### src/rtl/rotation_pkg.sv
// Shared types and defaults for the rotation slicer: FSM state encoding,
// default slice/period widths and the synthetic revolution period.
package rotation_pkg;

  typedef enum logic [1:0] {
    IDLE    = 2'd0,
    MEASURE = 2'd1,
    LOCKED  = 2'd2
  } rot_state_t;

  localparam int unsigned NB_SLICES_LOG2_DEF = 7;
  localparam int unsigned PERIOD_W_DEF       = 32;

  // One synthetic revolution: 128 slices of 66 cycles each.
  localparam int unsigned SIM_PERIOD = 128 * 66;

endpackage

### src/rtl/hall_edge_detect.sv
// Three-flop synchroniser for the asynchronous active-low hall sensor,
// producing a single-cycle pulse on each falling edge.
module hall_edge_detect (
  input  logic clk,
  input  logic nrst,
  input  logic hall_n_i,
  output logic fall_c
);

  logic s1_q;
  logic s2_q;
  logic s3_q;

  always_ff @(posedge clk or negedge nrst) begin
    if (!nrst) begin
      s1_q <= 1'b0;
      s2_q <= 1'b0;
      s3_q <= 1'b0;
    end else begin
      s1_q <= hall_n_i;
      s2_q <= s1_q;
      s3_q <= s2_q;
    end
  end

  // s3 is the older sample: high then low means the sensor just fell.
  assign fall_c = s3_q & ~s2_q;

endmodule

### src/rtl/rotation_slicer.sv
// Measures the revolution period from hall pulses and splits it into
// 2^NB_SLICES_LOG2 slices. Define ROTATION_SLICER_SIM_EN to replace the hall
// sensor with an internal revolution generator of SIM_PERIOD cycles.
module rotation_slicer
  import rotation_pkg::*;
#(
  parameter int unsigned NB_SLICES_LOG2 = NB_SLICES_LOG2_DEF,
  parameter int unsigned PERIOD_W       = PERIOD_W_DEF,
  parameter int unsigned MIN_PERIOD     = 256,
  parameter int unsigned MAX_PERIOD     = 66_000_000
) (
  input  logic                      clk,
  input  logic                      nrst,
  input  logic                      hall_n,
  output logic                      position_sync,
  output logic [NB_SLICES_LOG2-1:0] slice_idx,
  output logic                      locked,
  output logic [PERIOD_W-1:0]       rotation_period
);

  localparam logic [PERIOD_W-1:0]       MIN_P      = PERIOD_W'(MIN_PERIOD);
  localparam logic [PERIOD_W-1:0]       MAX_P      = PERIOD_W'(MAX_PERIOD);
  localparam logic [NB_SLICES_LOG2-1:0] LAST_SLICE = '1;

  logic edge_c;

`ifdef ROTATION_SLICER_SIM_EN
  localparam int unsigned SIM_W = $clog2(SIM_PERIOD);
  localparam logic [SIM_W-1:0] SIM_LAST = SIM_W'(SIM_PERIOD - 1);

  logic [SIM_W-1:0] sim_cnt_q;

  // Free-running synthetic revolution; hall_n is deliberately unused here.
  always_ff @(posedge clk or negedge nrst) begin
    if (!nrst) begin
      sim_cnt_q <= '0;
    end else if (sim_cnt_q == SIM_LAST) begin
      sim_cnt_q <= '0;
    end else begin
      sim_cnt_q <= sim_cnt_q + SIM_W'(1);
    end
  end

  assign edge_c = (sim_cnt_q == SIM_LAST);
`else
  hall_edge_detect u_hall_edge_detect (
    .clk      (clk),
    .nrst     (nrst),
    .hall_n_i (hall_n),
    .fall_c   (edge_c)
  );
`endif

  rot_state_t                state_q, state_d;
  logic [PERIOD_W-1:0]       pcnt_q, pcnt_d;
  logic [PERIOD_W-1:0]       stimer_q, stimer_d;
  logic [PERIOD_W-1:0]       period_q, period_d;
  logic [NB_SLICES_LOG2-1:0] idx_q, idx_d;
  logic                      sync_q, sync_d;
  logic                      locked_q, locked_d;

  logic [PERIOD_W-1:0] slice_period_c;
  logic                accept_c;
  logic                stall_c;

  // Slice length, never zero so the slice timer always has a target.
  always_comb begin
    slice_period_c = period_q >> NB_SLICES_LOG2;
    if (slice_period_c == '0) begin
      slice_period_c = PERIOD_W'(1);
    end
  end

  assign accept_c = edge_c & ((pcnt_q >= MIN_P) | (state_q == IDLE));
  assign stall_c  = (pcnt_q == MAX_P) & (state_q != IDLE);

  always_ff @(posedge clk or negedge nrst) begin
    if (!nrst) begin
      state_q  <= IDLE;
      pcnt_q   <= '0;
      stimer_q <= '0;
      period_q <= '0;
      idx_q    <= '0;
      sync_q   <= 1'b0;
      locked_q <= 1'b0;
    end else begin
      state_q  <= state_d;
      pcnt_q   <= pcnt_d;
      stimer_q <= stimer_d;
      period_q <= period_d;
      idx_q    <= idx_d;
      sync_q   <= sync_d;
      locked_q <= locked_d;
    end
  end

  // Stall beats everything; an accepted edge beats slice-timer expiry.
  always_comb begin
    state_d  = state_q;
    pcnt_d   = pcnt_q;
    stimer_d = stimer_q;
    period_d = period_q;
    idx_d    = idx_q;
    sync_d   = 1'b0;
    locked_d = locked_q;

    if (pcnt_q != MAX_P) begin
      pcnt_d = pcnt_q + PERIOD_W'(1);
    end

    if (stall_c) begin
      state_d  = IDLE;
      locked_d = 1'b0;
      idx_d    = '0;
      stimer_d = '0;
    end else if (accept_c) begin
      pcnt_d = '0;
      if (state_q == IDLE) begin
        state_d = MEASURE;
      end else begin
        state_d  = LOCKED;
        period_d = pcnt_q + PERIOD_W'(1);
        locked_d = 1'b1;
        idx_d    = '0;
        stimer_d = '0;
        sync_d   = 1'b1;
      end
    end else if (state_q == LOCKED) begin
      if (stimer_q == slice_period_c - PERIOD_W'(1)) begin
        // On the last slice the motor is slow: hold and wait for the hall edge.
        if (idx_q != LAST_SLICE) begin
          stimer_d = '0;
          idx_d    = idx_q + NB_SLICES_LOG2'(1);
          sync_d   = 1'b1;
        end
      end else begin
        stimer_d = stimer_q + PERIOD_W'(1);
      end
    end
  end

  assign position_sync   = sync_q;
  assign slice_idx       = idx_q;
  assign locked          = locked_q;
  assign rotation_period = period_q;

endmodule

### config.mk
export PLATFORM = sky130hd
export DESIGN_NAME = rotation_slicer
export DESIGN_NICKNAME = d
export VERILOG_FILES = /design/src/rtl/rotation_pkg.sv /design/src/rtl/hall_edge_detect.sv /design/src/rtl/rotation_slicer.sv
export SDC_FILE = /design/constraint.sdc
export NUM_CORES = 1
export LEC_CHECK = 0
export ABC_AREA = 1
export CAP_MARGIN = 20
export CORE_MARGIN = 10
export CORE_UTILIZATION = 40
export CTS_CLUSTER_DIAMETER = 50
export DETAILED_ROUTE_END_ITERATION = 8
export SETUP_SLACK_MARGIN = 0.2
export SYNTH_ARGS = -nofsm -noshare
export SYNTH_HDL_FRONTEND = slang
export SYNTH_HIERARCHICAL = 1
export SYNTH_SLANG_ARGS = --single-unit
### constraint.sdc
create_clock -name clk -period 7.1 [get_ports clk]
set_input_delay 0.71 -clock clk [delete_from_list [all_inputs] [get_ports clk]]
set_output_delay 0.71 -clock clk [all_outputs]
set_load 0.02 [all_outputs]
### Yosys cells after proc, flatten, opt, wreduce, memory -nomap -nowiden

Cells that the tools add are included.

* equal/unequal tests: 8
* add/subtract/negate cells: 4
* mux-type cells: 28
* reductions and logical operators: 11
* bitwise gates (word level): 7
* magnitude comparators: 1

Operators by type and width (number)
* 2-to-1 mux 32 bit: 9
* adder 32 x 1 -> 32 bit, second input constant: 2
* 2-to-1 mux 7 bit: 6
* == test 32 x 26 -> 1 bit, second input constant: 1
* == test 32 bit: 1
* >= comparator 32 x 9 -> 1 bit, second input constant: 1
* zero test 32 bit: 1
* != test 32 x 26 -> 1 bit, second input constant: 1
* subtractor 25 x 1 -> 26 bit, second input constant: 1
* 2-to-1 mux 25 bit: 1
* 2-to-1 mux 1 bit: 9
* nonzero test 3 bit: 3
* adder 7 x 1 -> 7 bit, second input constant: 1
* != test 7 bit, second input constant: 1
* 2-to-1 mux 2 bit: 3
* AND reduction 3 bit: 2
* != test 4 x 3 -> 1 bit, second input constant: 1
* AND reduction 4 bit: 1
* nonzero test 2 bit: 2
* bitwise AND 1 bit: 3
* != test 3 bit, second input constant: 1
* inverter 1 bit: 3
* == test 2 bit, second input constant: 1
* zero test 2 bit: 1
* 3 further kinds: 3

* logic and storage cells: 69
* output and inout bits: 41
* input bits: 3
* register bits: 110

### Logic depth before layout (Yosys ltp)

Gate-level depths: netlist (run 1).

* depth in word-level cells: 8
* gate-level depth with buffers: 23
* depth with buffers taken out: 22

### Cells and area by module

The synthesis (run 1) kept the hierarchy.

By module, submodules not included
* rotation_slicer: area each 7430.9 um^2, instances 1, seq. area each 2677.6 um^2, cells each 1073
* hall_edge_detect: area each 85.1 um^2, instances 1, seq. area each 75.1 um^2, cells each 5

### Worst setup path before layout (run 1)

No wires, ideal clock.

* path type: reg2reg
* start point: register period_q[14], in the netlist rotation_period[14]
* end point: register stimer_q[24]
* required time: 6983 ps
* setup slack: 4100 ps
* stages on the path, launching flop included: 22
* period minus slack after synthesis: 3000 ps
* path buffers: 1
* arrival: 2883 ps
* setup time: 117 ps
* cells stage by stage: dfrtp_1 -> nor2_2 -> nand2_1 -> nor2_1 -> nand2_1 -> nor2_2 -> nor2_4 -> ha_1 -> nand2_2 -> inv_1 -> nand2_1 -> inv_1 -> nand3_1 -> xor2_1 -> nand3_1 -> nor3_1 -> nand2_1 -> o21bai_4 -> nand2_4 -> buf_6 -> nand2_1 -> nand2_1

* cells in the longest elaborated chain, start to end: 8
* elaborated cells on any way between the ends: 10
* classes of those cells: 1 x add/sub; 2 x eq/ne; 5 x mux; 2 x reduce/logical

RTL lines
* start: declaration: line rotation_slicer.sv:57 `logic [PERIOD_W-1:0] period_q, period_d;`
* start signal: assignment: line rotation_slicer.sv:90 `period_q <= period_d;`
* zero test 32 bit: line rotation_slicer.sv:69 `if (slice_period_c == '0) begin`
* 2-to-1 mux 25 bit (*): line rotation_slicer.sv:69
* subtractor 25 x 1 -> 26 bit (*): line rotation_slicer.sv:129 `if (stimer_q == slice_period_c - PERIOD_W'(1)) begin`
* == test 32 bit (*): line rotation_slicer.sv:129
* 2-to-1 mux 32 bit: line rotation_slicer.sv:129
* 2-to-1 mux 32 bit: line rotation_slicer.sv:128 `end else if (state_q == LOCKED) begin`
* 2-to-1 mux 32 bit: line rotation_slicer.sv:116 `end else if (accept_c) begin`
* 2-to-1 mux 32 bit: line rotation_slicer.sv:111 `if (stall_c) begin`
* end signal: assignment: line rotation_slicer.sv:89 `stimer_q <= stimer_d;`
* end: declaration: line rotation_slicer.sv:56 `logic [PERIOD_W-1:0] stimer_q, stimer_d;`

Every way passes the cells marked *; elsewhere a longest branch is shown, timed or not. The select of a mux whose other input is x is not followed.
A chain may end at the register's enable or synchronous reset.

### Worst setup path after layout (run 1)

* start point: register period_q[23], in the netlist rotation_period[23]
* end point: register stimer_q[18]

The elaborated chain is that of the path after synthesis.

==> key figures, run 1 <==
Floorplan
  – Core Footprint: 0.01858 sq mm
  – Number of top-level pins: 44
  – Initial Util: 40.45%
  – Die H: 157.1 microns
  – Num rows: 50
  – Die X: 157.1 microns
  – Die footprint: 0.02467 sq mm

Global route
  – Initial antenna violation count: 0
  – All-Layer GR Usage: 18.11%
  – Largest net degree at the start of global routing: 68
  – Vias in the first global route: 6769
  – Grt total ovfl: 0
  – First-pass GRT wire length: 35.60 mm

Drt
  – Vias per inst: 5.122
  – Post-Route WL: 21.69 mm
  – Antenna-violating nets left: 0
  – TritonRoute pass-1 iters: 6
  – Vias after detailed routing: 6853
  – Residual DRC: 0
  – Post-DR wirelength/cell: 16.21 microns
  – DR iter-0 viols: 446

Power
  – Int Pwr: 1057 uW
  – Part of the power in registers: 44.6%
  – Combinational Power Share: 25.6%
  – Clock power share: 29.8%
  – Net Switching: 570.0 uW
  – Switching part of the total power: 35.04%
  – Power per Cell Area: 194.2 mW/mm^2
  – Worst-case vdd ir drop: 0.1500 mV
  – P_leak: 0.004298 uW

Clocking
  – Post-CTS Hold Buffers: 0
  – Root Driver: clkbuf_16
  – Post-cts gate resize count: 0
  – CTS tree: built
  – Setup Buffers After CTS: 0
  – Number of clock sinks: 110
  – Number of buffers created by CTS: 9
  – H-Tree Depth: 3
  – Buffer depth of the longest clock path: 2
  – CTS clk-pin slew, worst paths: 0.07 ns
  – Clk Latency, worst-skew pair: 0.36 ns

Layout
  – # diodes: 0
  – Final Core Density: 45.09%
  – Reg area: 0.002753 sq mm
  – Multi-input logic area: 0.004083 sq mm
  – FILL cells: 1951
  – Commonest cells after routing, fill and taps aside: nand2_1 (279), nor2_1 (134), inv_1 (127), nand3_1 (117), dfrtp_1 (110)
  – Final #Nets: 1109
  – Most common cell after layout, fill and taps aside: nand2_1
  – Layout cells sized above 1: 6.069%
  – Post-route cell area: 0.008378 sq mm
  – Area delta synth->final: 11.47%

Logic synthesis
  – Yosys warnings: 6
  – Avg Inst Size Synth: 6.972 sq um
  – Register area share after synthesis: 36.62%
  – EDFF count, synth: 0
  – Top cells by area, synth: dfrtp_1 (37%), nand2_1 (14%), xor2_1 (7.8%)
  – FFs w/ async S/R, synth: 100.0%
  – Post-synth top area cell: dfrtp_1
  – Synthesized net count: 1086
  – Post-synth top flop: dfrtp_1
  – Netlist Area Pre-Place: 0.007516 sq mm
  – Synth cell types: 39
  – Post-synth top area share: 36.62%
  – Syn Inst Count: 1078
  – Register bit total from synthesis: 110

Worst setup path
  – WP data required: 7.35 ns
  – Crit path launch type: register
  – WP data arrival: 4.38 ns
  – Worst-path fanout max: 33
  – Critical Path End Type: register
  – FF-to-FF path depth: 20
  – Setup CP Type: register to register

Timing
  – Final Cycle Share: 58.22%
  – Slew @ Worst Pin: 0.8900 ns
  – Final setup fails: 0
  – Worst Skew: 0.009771 ns
  – Fmax: 0.2419 GHz
  – Relative slew slack: 40.67%
  – Crit path time final: 4.134 ns
  – Final Hold Viols: 0
  – Setup TNS: 0 ns
  – RSZ-0062 raised after global routing: no
  – Max Transition Viols Final: 0

Job
  – Max cap viols: 0

Run status
  – Status: finished clean

Place
  – GP Congestion: 0.9629
  – DP HPWL: 16.48 mm
  – Count of input and output buffers: 43
  – Area after DPL: 0.008108 sq mm

Min path
  – Hold/Removal Path Class: input port to async pin
## power groups by stage
| stage | Sequential [uW] | Clock, uW | Combinational (uW) |
|---|---|---|---|
| after floorplan | 768 | 0 | 253 |
| after global placement | 738 | 0 | 418 |
| after detailed placement | 739 | 0 | 422 |
| after CTS | 727 | 503 | 423 |
| after global routing | 736 | 521 | 468 |
| final | 726 | 485 | 416 |
## registers in the layout, indices dropped and copies added, names as in the netlist
register / cells
pcnt_q: 32
rotation_period: 32
stimer_q: 32
slice_idx: 7
state_q: 2
locked: 1
position_sync: 1
u_hall_edge_detect/s1_q: 1
u_hall_edge_detect/s2_q: 1
u_hall_edge_detect/s3_q: 1
## path summary, 6_finish.rpt
check	startpoint	endpoint	slack [ns]
setup reg to reg	rotation_period[23]$_DFFE_PN0P_	stimer_q[18]$_DFFE_PN0P_	2.97
max in group asynchronous	nrst	pcnt_q[23]$_DFF_PN0_	5.46
hold / removal	nrst	stimer_q[16]$_DFFE_PN0P_	0.34
min in group clk	u_hall_edge_detect/s1_q$_DFF_PN0_	u_hall_edge_detect/s2_q$_DFF_PN0_	0.35
setup / recovery	rotation_period[23]$_DFFE_PN0P_	stimer_q[18]$_DFFE_PN0P_	2.97
hold reg to reg	u_hall_edge_detect/s1_q$_DFF_PN0_	u_hall_edge_detect/s2_q$_DFF_PN0_	0.35
## cell type report
type | instances | share of cell area, %
multi-input cells | 795 | 48.73
flip-flops and latches | 110 | 32.86
inverters | 137 | 6.138
repair buffers | 48 | 5.556
well taps | 234 | 3.495
clock buffers | 9 | 2.688
clock inverters | 5 | 0.5376
## worst max-delay path: stages (launching register included)
cell and delay [ns]:
dfrtp_1 0.44, inv_1 0.13, nand2_1 0.08, nor2_1 0.24
nand2_1 0.13, nor2_2 0.18, nor2_4 0.09, ha_1 0.24
nand2_2 0.13, inv_1 0.05, nand2_1 0.12, inv_1 0.07
nand3_1 0.10, xor2_1 0.19, nand3_1 0.10, nor3_1 0.19
nand2_1 0.13, o21bai_4 0.72, nand2_4 0.42, nand2_1 0.19
nand2_1 0.06
## cells in the mapped netlist (2+ instances only)
cell and instances:
buf_2 3, inv_1 127, nand4_1 30, ha_1 5, nor3_2 2, a21oi_1 3, o21ai_2 7, clkbuf_1 25
nor2_1 135, o21ai_1 6, nand2_4 2, nor2_2 10, xnor2_1 25, inv_2 8, nor4_1 21, xor2_1 67
buf_6 4, o21ai_0 32, buf_4 3, clkinv_1 2, nand2_2 6, nor3_1 31, dfrtp_1 110, nand3_1 117
nor2_4 3, nand2_1 279, or2_2 2, o31ai_1 2
## per-stage QoR
stage          std cells  total power (uW)  hold slack [ns]  setup slack [ns]
3_5_place_dp        1324              1160           0.3355             2.948
5_1_grt             1338              1724           0.3602             2.370
3_3_place_gp        1324              1156           0.3355             3.041
6_report            1338              1627           0.3415             2.966
4_1_cts             1338              1653           0.3535             2.914
2_1_floorplan       1078              1022           0.3312             4.100
## kinds of logic after synthesis
kind of cell             Yosys count  synth area share [%]
AO/OA/AOI/OAI                     54                 4.395
XOR/XNOR                          92                 10.72
adder cells (fa/ha/maj)            5                0.8324
buffers and inverters            173                 9.256
flip-flops                       110                 36.62
AND/OR/NAND/NOR                  644                 38.17
## layer usage
layer | vias up | track usage [%] | routed length (microns) | part of all wire (%)
met5 | - | 0 | 0 | 0
met4 | 0 | 5.922 | 469 | 2.2
met3 | 32 | 3.330 | 1061 | 4.9
met2 | 165 | 30.70 | 10740 | 49
met1 | 3193 | 22.74 | 9426 | 43
li1 | 3463 | - | - | -
Power figures use the tool's default switching activity.
==> run 2: changes to the inputs <==
- clock period: 7.1 -> 3.3 ns (I/O delays scaled with it)
==> run 2 against run 1 <==
  * Clock power rose by 130%
  * Sequential power increased by 120%
  * First-iteration DRC count down 0.67%
  * Global-route usage grew 0.75 points
  * Core utilization grew 3.5 points
  * Critical path type unchanged
  * Flip-flop and latch count is the same
  * Die area stayed put
  * Worst setup slack got worse by 2.6 ns
  * Routed wire length up 3.9%
  * Largest cell class unchanged
==> key figures, run 2 (synthesis results as in run 1) <==
Power
  – Worst-case vdd ir drop: 0.3235 mV (+120%)
  – P_leak: 0.004643 uW (+8.0%)
  – Power per Cell Area: 411.5 mW/mm^2 (+110%)

Worst setup path
  – Crit path launch type: register
  – Reg-to-Reg Start: rotation_period[9]$_DFFE_PN0P_
  – WP data required: 3.56 ns (-3.79 ns)
  – R2R setup slack: 0.39 ns (-2.57 ns)
  – WP data arrival: 3.17 ns (-1.21 ns)
  – FF-to-FF End: stimer_q[17]$_DFFE_PN0P_
  – Setup CP Type: register to register
  – Worst-path fanout max: 8 (-76%)
  – FF-to-FF path depth: 20 (unchanged)
  – Critical Path End Type: register

Clocking
  – Number of buffers created by CTS: 9 (unchanged)
  – Buffer depth of the longest clock path: 2 (unchanged)
  – H-Tree Depth: 3 (unchanged)
  – Clk Latency, worst-skew pair: 0.36 ns (about the same)
  – Root Driver: clkbuf_16
  – CTS clk-pin slew, worst paths: 0.08 ns (about the same)
  – CTS tree: built
  – Number of clock sinks: 110 (unchanged)

Timing
  – Final Cycle Share: 88.14% (+30 points)
  – Setup TNS: 0 ns (unchanged)
  – Final setup fails: 0 (unchanged)
  – Worst Skew: 0.007419 ns (-0.002352 ns)
  – Crit path time final: 2.909 ns (-1.225 ns)
  – Max Transition Viols Final: 0 (unchanged)
  – Fmax: 0.3438 GHz (+42%)
  – Final Hold Viols: 0 (unchanged)
  – RSZ-0062 raised after global routing: no
  – Relative slew slack: 50.11% (+9.4 points)
  – Slew @ Worst Pin: 0.7484 ns (-0.1416 ns)

Layout
  – Final Core Density: 48.57% (+3.5 points)
  – Area delta synth->final: 20.08%
  – Commonest cells after routing, fill and taps aside: nand2_1 (272), nor2_1 (127), inv_1 (126), nand3_1 (115), dfrtp_1 (109)
  – Final #Nets: 1158 (+4.4%)
  – # diodes: 0 (unchanged)
  – Layout cells sized above 1: 12.29% (+6.2 points)
  – FILL cells: 1841 (-5.6%)
  – Most common cell after layout, fill and taps aside: nand2_1
  – Multi-input logic area: 0.004239 sq mm (+3.8%)
  – Reg area: 0.002754 sq mm (about the same)

Global route
  – Met1 usage: 23.29% (+0.55 points)
  – Grt total ovfl: 0 (unchanged)
  – First-pass GRT wire length: 36.96 mm (+3.8%)
  – Vias in the first global route: 6975 (+3.0%)
  – Largest net degree at the start of global routing: 58 (-15%)
  – Busiest grt layer: met2
  – Met3 usage: 3.029% (-0.30 points)
  – Met2 usage: 32.44% (+1.7 points)
  – All-Layer GR Usage: 18.86% (+0.75 points)
  – Initial antenna violation count: 0 (unchanged)

Drt
  – TritonRoute pass-1 iters: 7 (+1)
  – Vias after detailed routing: 7071 (+3.2%)
  – Post-Route WL: 22.54 mm (+3.9%)
  – Residual DRC: 0 (unchanged)
  – Vias per inst: 5.091 (-0.61%)
  – Post-DR wirelength/cell: 16.23 microns (about the same)
  – DR iter-0 viols: 443 (-0.67%)
  – Antenna-violating nets left: 0 (unchanged)

Place
  – GP Congestion: 0.9546 (-0.86%)
  – DP HPWL: 16.87 mm (+2.4%)
  – Count of input and output buffers: 43 (unchanged)

Floorplan
  – Number of top-level pins: 44 (unchanged)
  – Core Footprint: 0.01858 sq mm (unchanged)
  – Die X: 157.1 microns (unchanged)
  – Die H: 157.1 microns (unchanged)
  – Initial Util: 40.45% (unchanged)
  – Num rows: 50 (unchanged)
  – Die footprint: 0.02467 sq mm (unchanged)

Job
  – Max cap viols: 0 (unchanged)

Run status
  – Status: finished clean

Min path
  – Hold/Removal Path Class: input port to async pin
-- run 2: changes by cell type in the layout (fill, tap and decap cells not counted), moves of 3 or more --
cell / change
nor2_1: -7
nor2_4: +4
nand2_2: +5
nor2_2: +3
nand2_1: -7
buf_4: +39
buf_12: +5
-- run 2: layout make-up --
type,instances,share of cell area [%]
multi-input combinational,797,46.97
clock buffer,10,2.648
clock inverter,6,0.6793
inverter,137,5.698
timing repair buffer,95,10.25
sequential,110,30.51
tap,234,3.244
-- run 2: layer usage --
layer  vias up  share of wire [%]
met5         -                  0
met4         0                2.5
met3        31                4.1
met2       153                 50
met1      3318                 43
li1       3569                  -
-- run 2: critical path: stages (launching register included) --
cell and delay (ns):
dfrtp_1 0.41, nor2_4 0.19, nand2_2 0.09, nor2_4 0.11, nand2_2 0.08, nor2_4 0.14, nor2_4 0.05, ha_4 0.18
nand2_4 0.09, buf_4 0.12, nor2_1 0.05, xor2_1 0.19, nand3_1 0.13, nor3_2 0.19, nand3_2 0.12, o21bai_4 0.15
buf_12 0.16, buf_12 0.12, nand2_4 0.10, nand2_1 0.08, nand2_1 0.04
-- run 2: worst max-delay path by stage --
stage | from | to | slack [ns] | depth (start not counted)
finish | rotation_period[9]$_DFFE_PN0P_ | stimer_q[17]$_DFFE_PN0P_ | 0.39 | 20
global route | rotation_period[9]$_DFFE_PN0P_ | stimer_q[29]$_DFFE_PN0P_ | 0.20 | 22
CTS | rotation_period[12]$_DFFE_PN0P_ | stimer_q[11]$_DFFE_PN0P_ | 0.20 | 21
detailed placement | rotation_period[8]$_DFFE_PN0P_ | stimer_q[19]$_DFFE_PN0P_ | 0.008 | 20
global placement | rotation_period[8]$_DFFE_PN0P_ | stimer_q[4]$_DFFE_PN0P_ | 0.05 | 20
floorplan | rotation_period[14]$_DFFE_PN0P_ | stimer_q[24]$_DFFE_PN0P_ | 0.30 | 21
-- run 2: through the flow --
step	worst slack [ns]	cell area (sq um)	hold WS (ns)	std cells	power, uW
final	0.3915	9025	0.01206	1389	3713
after global routing	0.1979	9025	0.07403	1389	3927
after CTS	0.2029	8879	0.06255	1383	3736
after detailed placement	0.007852	8381	0.3410	1357	2511
after global placement	0.05384	8381	0.3322	1357	2503
after floorplan	0.3000	7516	0.03441	1078	2198
-- run 2: what timing repair did --
item	4_1_cts	5_1_grt
gates resized for setup	12	24
endpoints found under the hold margin	0	0
hold buffers	0	0
buffers inserted	8	5
gates cloned	2	1
pin swaps	6	15
endpoints found under the setup margin	39	40
-- run 2: where the power goes --
part	switching, uW	internal (uW)	leakage (uW)	total (uW)
sequential	101	1470	0.00150	1570
clock	564	554	0.000145	1120
combinational	663	367	0.00300	1030
total	1330	2390	0.00464	3710
